### config.mk
export PLATFORM = sky130hd
export DESIGN_NAME = ysyx_24080014_mem_arbiter
export DESIGN_NICKNAME = d
export VERILOG_FILES = /design/src/rtl/ysyx_24080014_mem_arbiter.sv
export SDC_FILE = /design/constraint.sdc
export NUM_CORES = 1
export LEC_CHECK = 0
export CAP_MARGIN = 30
export CORE_MARGIN = 3
export CORE_UTILIZATION = 30
export CTS_BUF_LIST = sky130_fd_sc_hd__clkbuf_2 sky130_fd_sc_hd__clkbuf_4 sky130_fd_sc_hd__clkbuf_8
export DETAILED_ROUTE_END_ITERATION = 16
export PLACE_DENSITY_LB_ADDON = 0.05
export SYNTH_ARGS = -nofsm -noshare
export SYNTH_HDL_FRONTEND = slang
export SYNTH_SLANG_ARGS = --single-unit
### constraint.sdc
create_clock -name clk -period 2.1 [get_ports clk]
set_input_delay 0.42 -clock clk [delete_from_list [all_inputs] [get_ports clk]]
set_output_delay 0.42 -clock clk [all_outputs]
set_load 0.03 [all_outputs]
### src/rtl/ysyx_24080014_mem_arbiter.sv
// Two-master (IFU, LSU) to one-slave memory arbiter with round-robin tie break
// and a bounded response wait that turns a hung memory into an error response.
module ysyx_24080014_mem_arbiter #(
   parameter int unsigned ADDR_W  = 32,
   parameter int unsigned DATA_W  = 32,
   parameter int unsigned TIMEOUT = 255
) (
   input  logic                clk,
   input  logic                rst,

   input  logic                ifu_req_valid,
   output logic                ifu_req_ready,
   input  logic [ADDR_W-1:0]   ifu_addr,
   output logic                ifu_rsp_valid,
   input  logic                ifu_rsp_ready,
   output logic [DATA_W-1:0]   ifu_rdata,
   output logic                ifu_rsp_err,

   input  logic                lsu_req_valid,
   output logic                lsu_req_ready,
   input  logic [ADDR_W-1:0]   lsu_addr,
   input  logic                lsu_wen,
   input  logic [DATA_W-1:0]   lsu_wdata,
   input  logic [DATA_W/8-1:0] lsu_wmask,
   output logic                lsu_rsp_valid,
   input  logic                lsu_rsp_ready,
   output logic [DATA_W-1:0]   lsu_rdata,
   output logic                lsu_rsp_err,

   output logic                mem_req_valid,
   input  logic                mem_req_ready,
   output logic [ADDR_W-1:0]   mem_addr,
   output logic                mem_wen,
   output logic [DATA_W-1:0]   mem_wdata,
   output logic [DATA_W/8-1:0] mem_wmask,
   input  logic                mem_rsp_valid,
   output logic                mem_rsp_ready,
   input  logic [DATA_W-1:0]   mem_rdata,
   input  logic                mem_rsp_err
);

   localparam int unsigned STRB_W = DATA_W / 8;
   localparam int unsigned CNT_W  = $clog2(TIMEOUT + 1);

   localparam logic [1:0] S_IDLE = 2'd0;
   localparam logic [1:0] S_REQ  = 2'd1;
   localparam logic [1:0] S_RESP = 2'd2;
   localparam logic [1:0] S_ERR  = 2'd3;

   localparam logic OWN_IFU = 1'b0;
   localparam logic OWN_LSU = 1'b1;

   typedef struct packed {
      logic [ADDR_W-1:0] addr;
      logic              wen;
      logic [DATA_W-1:0] wdata;
      logic [STRB_W-1:0] wmask;
   } req_t;

   logic [1:0]       state_q, state_d;
   logic             owner_q, owner_d;
   logic             last_grant_q, last_grant_d;
   req_t             req_q, req_d;
   logic [CNT_W-1:0] cnt_q, cnt_d;

   logic grant_ifu;
   logic grant_lsu;
   logic owner_rsp_ready;

   // On a tie the master that was not served last wins.
   assign grant_ifu = (state_q == S_IDLE) && ifu_req_valid &&
                      (!lsu_req_valid || (last_grant_q == OWN_LSU));
   assign grant_lsu = (state_q == S_IDLE) && lsu_req_valid && !grant_ifu;

   assign owner_rsp_ready = (owner_q == OWN_LSU) ? lsu_rsp_ready : ifu_rsp_ready;

   // State register
   always_ff @(posedge clk) begin
      if (!rst) begin
         state_q      <= S_IDLE;
         owner_q      <= OWN_IFU;
         last_grant_q <= OWN_IFU;
         req_q        <= '0;
         cnt_q        <= '0;
      end else begin
         state_q      <= state_d;
         owner_q      <= owner_d;
         last_grant_q <= last_grant_d;
         req_q        <= req_d;
         cnt_q        <= cnt_d;
      end
   end

   // Next-state logic
   always_comb begin
      state_d      = state_q;
      owner_d      = owner_q;
      last_grant_d = last_grant_q;
      req_d        = req_q;
      cnt_d        = cnt_q;

      case (state_q)
         S_IDLE: begin
            if (grant_ifu) begin
               req_d.addr  = ifu_addr;
               req_d.wen   = 1'b0;
               req_d.wdata = '0;
               req_d.wmask = '0;
               owner_d     = OWN_IFU;
               state_d     = S_REQ;
            end else if (grant_lsu) begin
               req_d.addr  = lsu_addr;
               req_d.wen   = lsu_wen;
               req_d.wdata = lsu_wdata;
               req_d.wmask = lsu_wmask;
               owner_d     = OWN_LSU;
               state_d     = S_REQ;
            end
         end
         S_REQ: begin
            if (mem_req_ready) begin
               cnt_d   = '0;
               state_d = S_RESP;
            end
         end
         S_RESP: begin
            // The wait only counts cycles where memory has not answered at all.
            if (mem_rsp_valid) begin
               if (owner_rsp_ready) begin
                  last_grant_d = owner_q;
                  state_d      = S_IDLE;
               end
            end else if (cnt_q == CNT_W'(TIMEOUT)) begin
               state_d = S_ERR;
            end else begin
               cnt_d = cnt_q + CNT_W'(1);
            end
         end
         S_ERR: begin
            if (owner_rsp_ready) begin
               last_grant_d = owner_q;
               state_d      = S_IDLE;
            end
         end
         default: state_d = S_IDLE;
      endcase
   end

   // Handshake and data routing; everything is held at zero while in reset.
   always_comb begin
      ifu_req_ready = 1'b0;
      ifu_rsp_valid = 1'b0;
      ifu_rdata     = '0;
      ifu_rsp_err   = 1'b0;
      lsu_req_ready = 1'b0;
      lsu_rsp_valid = 1'b0;
      lsu_rdata     = '0;
      lsu_rsp_err   = 1'b0;
      mem_req_valid = 1'b0;
      mem_addr      = '0;
      mem_wen       = 1'b0;
      mem_wdata     = '0;
      mem_wmask     = '0;
      mem_rsp_ready = 1'b0;

      if (rst) begin
         case (state_q)
            S_IDLE: begin
               ifu_req_ready = grant_ifu;
               lsu_req_ready = grant_lsu;
               // Late responses after a timeout are drained here.
               mem_rsp_ready = 1'b1;
            end
            S_REQ: begin
               mem_req_valid = 1'b1;
               mem_addr      = req_q.addr;
               mem_wen       = req_q.wen;
               mem_wdata     = req_q.wdata;
               mem_wmask     = req_q.wmask;
            end
            S_RESP: begin
               mem_rsp_ready = owner_rsp_ready;
               if (owner_q == OWN_LSU) begin
                  lsu_rsp_valid = mem_rsp_valid;
                  lsu_rdata     = mem_rdata;
                  lsu_rsp_err   = mem_rsp_err;
               end else begin
                  ifu_rsp_valid = mem_rsp_valid;
                  ifu_rdata     = mem_rdata;
                  ifu_rsp_err   = mem_rsp_err;
               end
            end
            S_ERR: begin
               if (owner_q == OWN_LSU) begin
                  lsu_rsp_valid = 1'b1;
                  lsu_rsp_err   = 1'b1;
               end else begin
                  ifu_rsp_valid = 1'b1;
                  ifu_rsp_err   = 1'b1;
               end
            end
            default: ;
         endcase
      end
   end

endmodule

==> results of run 1 <==
[cell families after synthesis]
| kind of cell | synth area share, % |
|---|---|
| mux | 0.2445 |
| buf+inv | 6.082 |
| simple gates | 32.70 |
| compound gates | 21.06 |
| flops | 39.61 |
| fa+ha+maj | 0.3056 |
[final timing paths]
path	start	end	slack, ns	cells after the start
max reg2reg	cnt_q[0]	cnt_q[6]	0.42	5
min reg2reg	req_q[36]	req_q[36]	0.47	1
max	state_q[0]	mem_addr[1]	0.04	6
min	req_q[36]	req_q[36]	0.47	1
[cell type report]
class	instances	area, um^2
flip-flops and latches	81	1627
well taps	176	220.2
clock buffers	9	123.9
fillers	1184	5662
clock inverters	7	107.6
inverters	4	15.01
multi-input cells	369	2377
diodes	1	2.502
repair buffers	311	3161
[cell usage after synthesis, drive strengths merged, types with 2 or more instances]
cell	number	area, um^2
a211o	3	26.28
o21a	4	30.03
and2	70	437.9
nor2	9	36.29
nor3b	2	20.02
a21boi	2	15.01
inv	4	15.01
buf	26	140.1
nor3	3	15.01
o31ai	2	15.01
nand3	8	40.04
a21oi	2	10.01
and3	73	456.7
dfxtp	81	1622
clkbuf	25	93.84
nand2	66	247.7
o211ai	3	22.52
a21o	3	22.52
a22o	37	324.1
o21ai	34	170.2
a31oi	32	200.2
nand4	2	12.51
[report_power, final]
part | total, mW | switching [mW] | internal [mW]
Combinational | 1.40 | 0.693 | 0.709
Sequential | 1.82 | 0.105 | 1.72
Clock | 1.34 | 0.640 | 0.695
Total | 4.56 | 1.44 | 3.12
[flip-flops by register name, indices dropped and copies added, names as in the netlist]
signal,cells
cnt_q,8
last_grant_q,1
owner_q,1
req_q,69
state_q,2
[worst max-delay path, stage by stage, from the launching register on]
cell and delay, ns:
dfxtp_2 0.35, inv_2 0.05, nor3b_4 0.23, buf_6 0.18, buf_16 0.16, and2_1 0.17
buf_6 0.14
[repair_timing]
| item | CTS | global route |
|---|---|---|
| cloned | 3 | 4 |
| pin swaps | 1 | 22 |
| buffers inserted | 5 | 1 |
| endpoints found under the setup margin | 134 | 86 |
| gates resized for setup | 35 | 97 |
[stage by stage]
step           power (mW)  instance area [um^2]  TNS, ns
4_1_cts             4.502                  7261  -0.1525
6_report            4.560                  7634        0
2_1_floorplan       2.472                  4095        0
3_5_place_dp        3.048                  6788   -11.96
5_1_grt             4.802                  7634   -2.565
3_3_place_gp        3.027                  6788   -10.26
[routing by layer]
layer / share of wire, % / vias to the layer above
met5: 0 / -
met4: 1.5 / 0
met3: 7.6 / 16
met2: 50 / 169
met1: 40 / 2234
li1: - / 2330
==> key figures, run 1 <==
Yosys
  – Syn Inst Count: roughly 510
  – Sequential fraction of the synthesis area: just under 40%
  – Post-Syn Area: between 4000 and 5000 um^2
  – EDFF count, synth: 0
  – Mapped Nets: between 600 and 700
  – Yosys cell types: 40
  – Asr flop ratio synth: 0%
  – Top FF cell, synth: dfxtp_1
  – Yosys reg bits: between 80 and 90
  – Ys Warns: 0
  – Syn_area_per_cell: between 8 and 9 um^2

Die
  – CORE AREA: about 13000 um^2
  – I/O Pins: 283
  – Chip width: ~120 um
  – Die ar.: roughly 15000 um^2
  – Starting Density: between 30% and 40%
  – Num rows: 42
  – Die Height: approximately 120 um

Timing
  – Clk_skew: 0.01239 ns
  – Final Hold Vio Count: 0
  – Slew HR: approximately 76%
  – Period utilization: 98.08%
  – Final setup violation count: 0
  – RSZ-0062 raised after global routing: yes
  – Worst-margin pin slew: about 0.36 ns
  – Max Freq: 485.5 MHz
  – Slew Viols, Final: 0
  – Min cycle time layout: between 2 and 2.5 ns
  – Hold_ws: 0.4750 ns
  – Final worst slack: ~0.040 ns

Final layout
  – Final nets: 919
  – Finished Layout Cells: around 960
  – Area growth syn-to-layout: 86.46%
  – Commonest non-fill, non-tap cells in the layout: 140 x clkdlybuf4s50_1, 88 x buf_4, 79 x dfxtp_1, 73 x and3_1, 67 x buf_6
  – Layout Utilization: 57.42%
  – Layout cells sized above 1: 32.27%
  – Commonest non-fill, non-tap cell in the layout: clkdlybuf4s50_1

Detailed routing
  – # DRC: 0
  – WL per Instance: 17.54 um
  – DR pass1 iterations: 4
  – Via count: between 4000 and 5000
  – Detailed Route Iter0 Violations: 220
  – Final antenna-violating net count: 0
  – Via/cell ratio: ~5
  – Final wirelength: roughly 17000 um

CTS
  – Max clock buf depth: 2
  – Hold-fix buffers at CTS: 0
  – CTS buffer count: 9
  – CTS tree: yes
  – Clock root buffer: clkbuf_8
  – CTS sink cnt: 81
  – Worst-skew pair later-pin latency: between 0.3 and 0.4 ns
  – Clk pin slew, worst setup/hold paths: approximately 0.09 ns
  – H-tree levels: 3

Pwr
  – Maximum vdd ir drop: around 0.00030 V
  – Pleak: between 3 and 4 nW
  – Pwr dens: ~600 nW/um^2

Global route
  – Tot GR Track Use: roughly a fifth
  – Initial antenna violation count: 1
  – Vias in the first global route: 4511
  – Global-route wire length before repair: roughly 24000 um
  – Met3 Use GR: a little under 6%
  – Met1 Resource Use GR: 25.27%
  – Pin count of the biggest net entering global routing: 65
  – Busiest layer in global routing: met2
  – M2 GR Usage: around 35%
  – Gr ovfl total: 0

Critical path
  – Critical Path RT: between 1.5 and 2 ns
  – Setup Crit Path Kind: reg2out
  – Critical path peak fanout: 17
  – CP Launch Type: flop
  – Worst EP arrival: about 1.6 ns
  – Setup crit end kind: output port

Worst hold path
  – Min-delay worst type: reg2reg

Placement
  – Worst slack, placed: -0.1306 ns
  – Cell count after placement: ~930
  – Port Buffers: ~280
  – DP HPWL: between 10000 and 15000 um
  – GP Congestion: 0.7649

Flow run
  – Maxcap violations: 0

Run status
  – Status: complete, no violations
(Power assumes the default switching activity.)
==> run 2, diff against run 1 <==
Settings changed: CORE_UTILIZATION 30 to 33.
Clock period 2.1 ns to 1.7 ns, I/O delays scaled along.
==> run 2 against run 1 <==
The run now ends with negative setup slack left. Global-route usage grew 0.85 points. Clock skew increased by 0.0039 ns. Clock power up 13%. Routed wire length decreased by 0.95%. Count of clock-buffer cells in the layout grew 2. Flip-flop and latch count unchanged. Register-to-register slack worse by 0.27 ns. Cell area rose by 7.9%. Total power grew 24%. Setup slack worse by 0.32 ns. Critical endpoint is now ifu_rdata[28]. Largest cell class unchanged.
==> key figures, run 2 (synthesized netlist as in run 1, its figures left out) <==
Run status
  – Status: complete, but fails checks
  – Violated checks: negative setup slack

Final layout
  – Fill cells: 973 (-18%)
  – Commonest non-fill, non-tap cells in the layout: 145 x buf_6, 140 x clkdlybuf4s50_1, 78 x dfxtp_1, 66 x nand2_1, 49 x and2_4
  – Sequential cell area: 1630 um^2 (+0.23%)
  – Multi-input gate area: 2532 um^2 (+6.5%)
  – Commonest non-fill, non-tap cell in the layout: buf_6
  – Layout Utilization: 68.28% (+11 points)
  – Area growth syn-to-layout: 101.2%
  – Max FFs per register: 69 (unchanged)
  – Final nets: 940 (+2.3%)
  – Fin area: 8235 um^2 (+7.9%)
  – Largest regs: req_q x69, cnt_q x8, state_q x2
  – Layout cells sized above 1: 41.65% (+9.4 points)
  – Most flop-heavy register: req_q
  – Antenna cells: 0 (-1)

Placement
  – Placed cell area: 7028 um^2 (+3.5%)
  – GP Congestion: 0.8023 (+4.9%)
  – Port Buffers: 282 (unchanged)
  – DP HPWL: 10960 um (-2.0%)

Timing
  – Max Freq: 505.3 MHz
  – Min cycle time layout: slightly below 2 ns
  – Final worst slack: -0.2792 ns (-0.3196 ns)
  – Slew HR: 76.73% (+0.78 points)
  – Slew Viols, Final: 0 (unchanged)
  – Final setup violation count: 138 (+138)
  – Period utilization: 116.4%
  – Worst-margin pin slew: 0.3490 ns (-0.01170 ns)
  – Final Hold Vio Count: 0 (unchanged)
  – RSZ-0062 raised after global routing: yes
  – Hold_ws: 0.4682 ns (-0.006746 ns)
  – Clk_skew: 0.01633 ns (+0.003939 ns)

Pwr
  – Combinational share of power: 33.5% (+2.7 points)
  – Maximum vdd ir drop: 0.0005111 V (+71%)
  – Pwr dens: 685.0 nW/um^2 (+15%)
  – Switching share of power: 31.06% (-0.51 points)
  – Sw Pwr: 1.752 mW (+22%)
  – Clock share of power: 26.9% (-2.4 points)
  – Total Power: 5.642 mW (+24%)
  – P_int: 3.889 mW (+25%)
  – Reg power frac: 39.7% (-0.3 points)
  – Pleak: 3.719 nW (+3.5%)

Die
  – Num rows: 40 (-4.8%)
  – Die Height: 117.4 um (-4.4%)
  – CORE AREA: 12060 um^2 (-9.3%)
  – Chip width: 117.4 um (-4.4%)
  – Starting Density: 33.94% (+3.1 points)
  – I/O Pins: 283 (unchanged)
  – Die ar.: 13780 um^2 (-8.7%)

Detailed routing
  – Final wirelength: 16640 um (-0.95%)
  – WL per Instance: 17.16 um (-2.2%)
  – DR pass1 iterations: 5 (+1)
  – Via/cell ratio: 5.025 (+1.4%)
  – Via count: 4874 (+2.6%)
  – # DRC: 0 (unchanged)
  – Detailed Route Iter0 Violations: 236 (+7.3%)
  – Final antenna-violating net count: 0 (unchanged)

Critical path
  – Setup Crit Path Kind: reg2out
  – Worst path cell trace: and3b_2 -> clkbuf_16 -> and3_2 -> buf_6
  – Critical Path RT: 1.36 ns (-0.32 ns)
  – Critical path peak fanout: 10 (-7)
  – CP Launch Type: flop
  – Setup crit end kind: output port
  – Worst EP arrival: 1.64 ns (about the same)
  – Critical Path Max Stage Delay: 0.40 ns (+0.05 ns)
  – Worst path slowest cell: and3b_2

CTS
  – Worst-skew pair later-pin latency: 0.37 ns (about the same)
  – Clock root buffer: clkbuf_8
  – Clk pin slew, worst setup/hold paths: 0.08 ns (about the same)
  – Max clock buf depth: 2 (unchanged)
  – CTS buffer count: 9 (unchanged)
  – CTS sink cnt: 81 (unchanged)
  – CTS tree: yes
  – H-tree levels: 3 (unchanged)

Global route
  – Met3 Use GR: 8.341% (+2.5 points)
  – Met1 Resource Use GR: 23.68% (-1.6 points)
  – Initial antenna violation count: 0 (-1)
  – Gr ovfl total: 0 (unchanged)
  – Busiest layer in global routing: met2
  – M2 GR Usage: 38.37% (+2.9 points)
  – Vias in the first global route: 4723 (+4.7%)
  – Tot GR Track Use: 21.50% (+0.85 points)
  – Global-route wire length before repair: 24320 um (-0.65%)
  – Pin count of the biggest net entering global routing: 43 (-34%)

Worst hold path
  – Min-delay worst type: reg2reg

Flow run
  – Maxcap violations: 0 (unchanged)
-- run 2: cell count changes in the layout (fill, tap and decap cells not counted), moves of 2 or more --
cell | previous run | this run
buf_6 | 67 | 145
buf_4 | 88 | 29
and3_1 | 73 | 28
and3_2 | 0 | 25
and2_2 | 0 | 21
and3_4 | 0 | 20
and2_1 | 13 | 0
and2_4 | 57 | 49
buf_12 | 9 | 11
clkbuf_8 | 9 | 11
inv_8 | 2 | 0
-- run 2: stage by stage --
stage	worst slack, ns	cells	TNS (ns)
6_report	-0.2792	970	-32.55
5_1_grt	-0.3365	970	-41.37
3_5_place_dp	-0.3781	936	-59.89
2_1_floorplan	0.002986	505	0
3_3_place_gp	-0.3671	936	-57.41
4_1_cts	-0.2758	959	-29.59
-- run 2: power groups by stage --
stage / clock [mW] / sequential (mW) / combinational, mW
2_1_floorplan: 0 / 2.22 / 0.851
3_3_place_gp: 0 / 2.26 / 1.54
3_5_place_dp: 0 / 2.26 / 1.57
4_1_cts: 1.56 / 2.22 / 1.70
5_1_grt: 1.64 / 2.26 / 2.03
6_report: 1.52 / 2.24 / 1.89
-- run 2: critical path, delay by kind of cell, from the launching register on --
kind,cells,cell delay (ns)
buffers and inverters,2,0.34
and+or+nand+nor,2,0.59
DFF,1,0.34
-- run 2: path summary, 6_finish.rpt --
check,start,end,slack (ns),cells after the start
setup / recovery,state_q[0],ifu_rdata[28],-0.28,4
hold / removal,req_q[7],req_q[7],0.47,1
setup reg to reg,state_q[1],req_q[4],0.15,8
hold reg to reg,req_q[7],req_q[7],0.47,1
-- run 2: what timing repair did --
| item | in CTS | in global routing |
|---|---|---|
| hold buffers | 0 | 0 |
| resized for setup | 89 | 141 |
| buffers inserted | 5 | 4 |
| endpoints found under the setup margin | 141 | 171 |
| pin swaps | 5 | 19 |
| cloned | 2 | 8 |
-- run 2: area by class of cell --
class,instances,share of cell area (%)
well taps,168,2.552
repair buffers,332,44.15
multi-input cells,369,30.75
inverters,4,0.1823
clock buffers,11,1.838
flip-flops and latches,81,19.80
clock inverters,5,0.7293
-- run 2: per-layer routing --
metal  wire length [um]  up-vias
li1                   -     2371
met1               6570     2294
met2               8553      178
met3               1167       31
met4                351        0
met5                  0        -
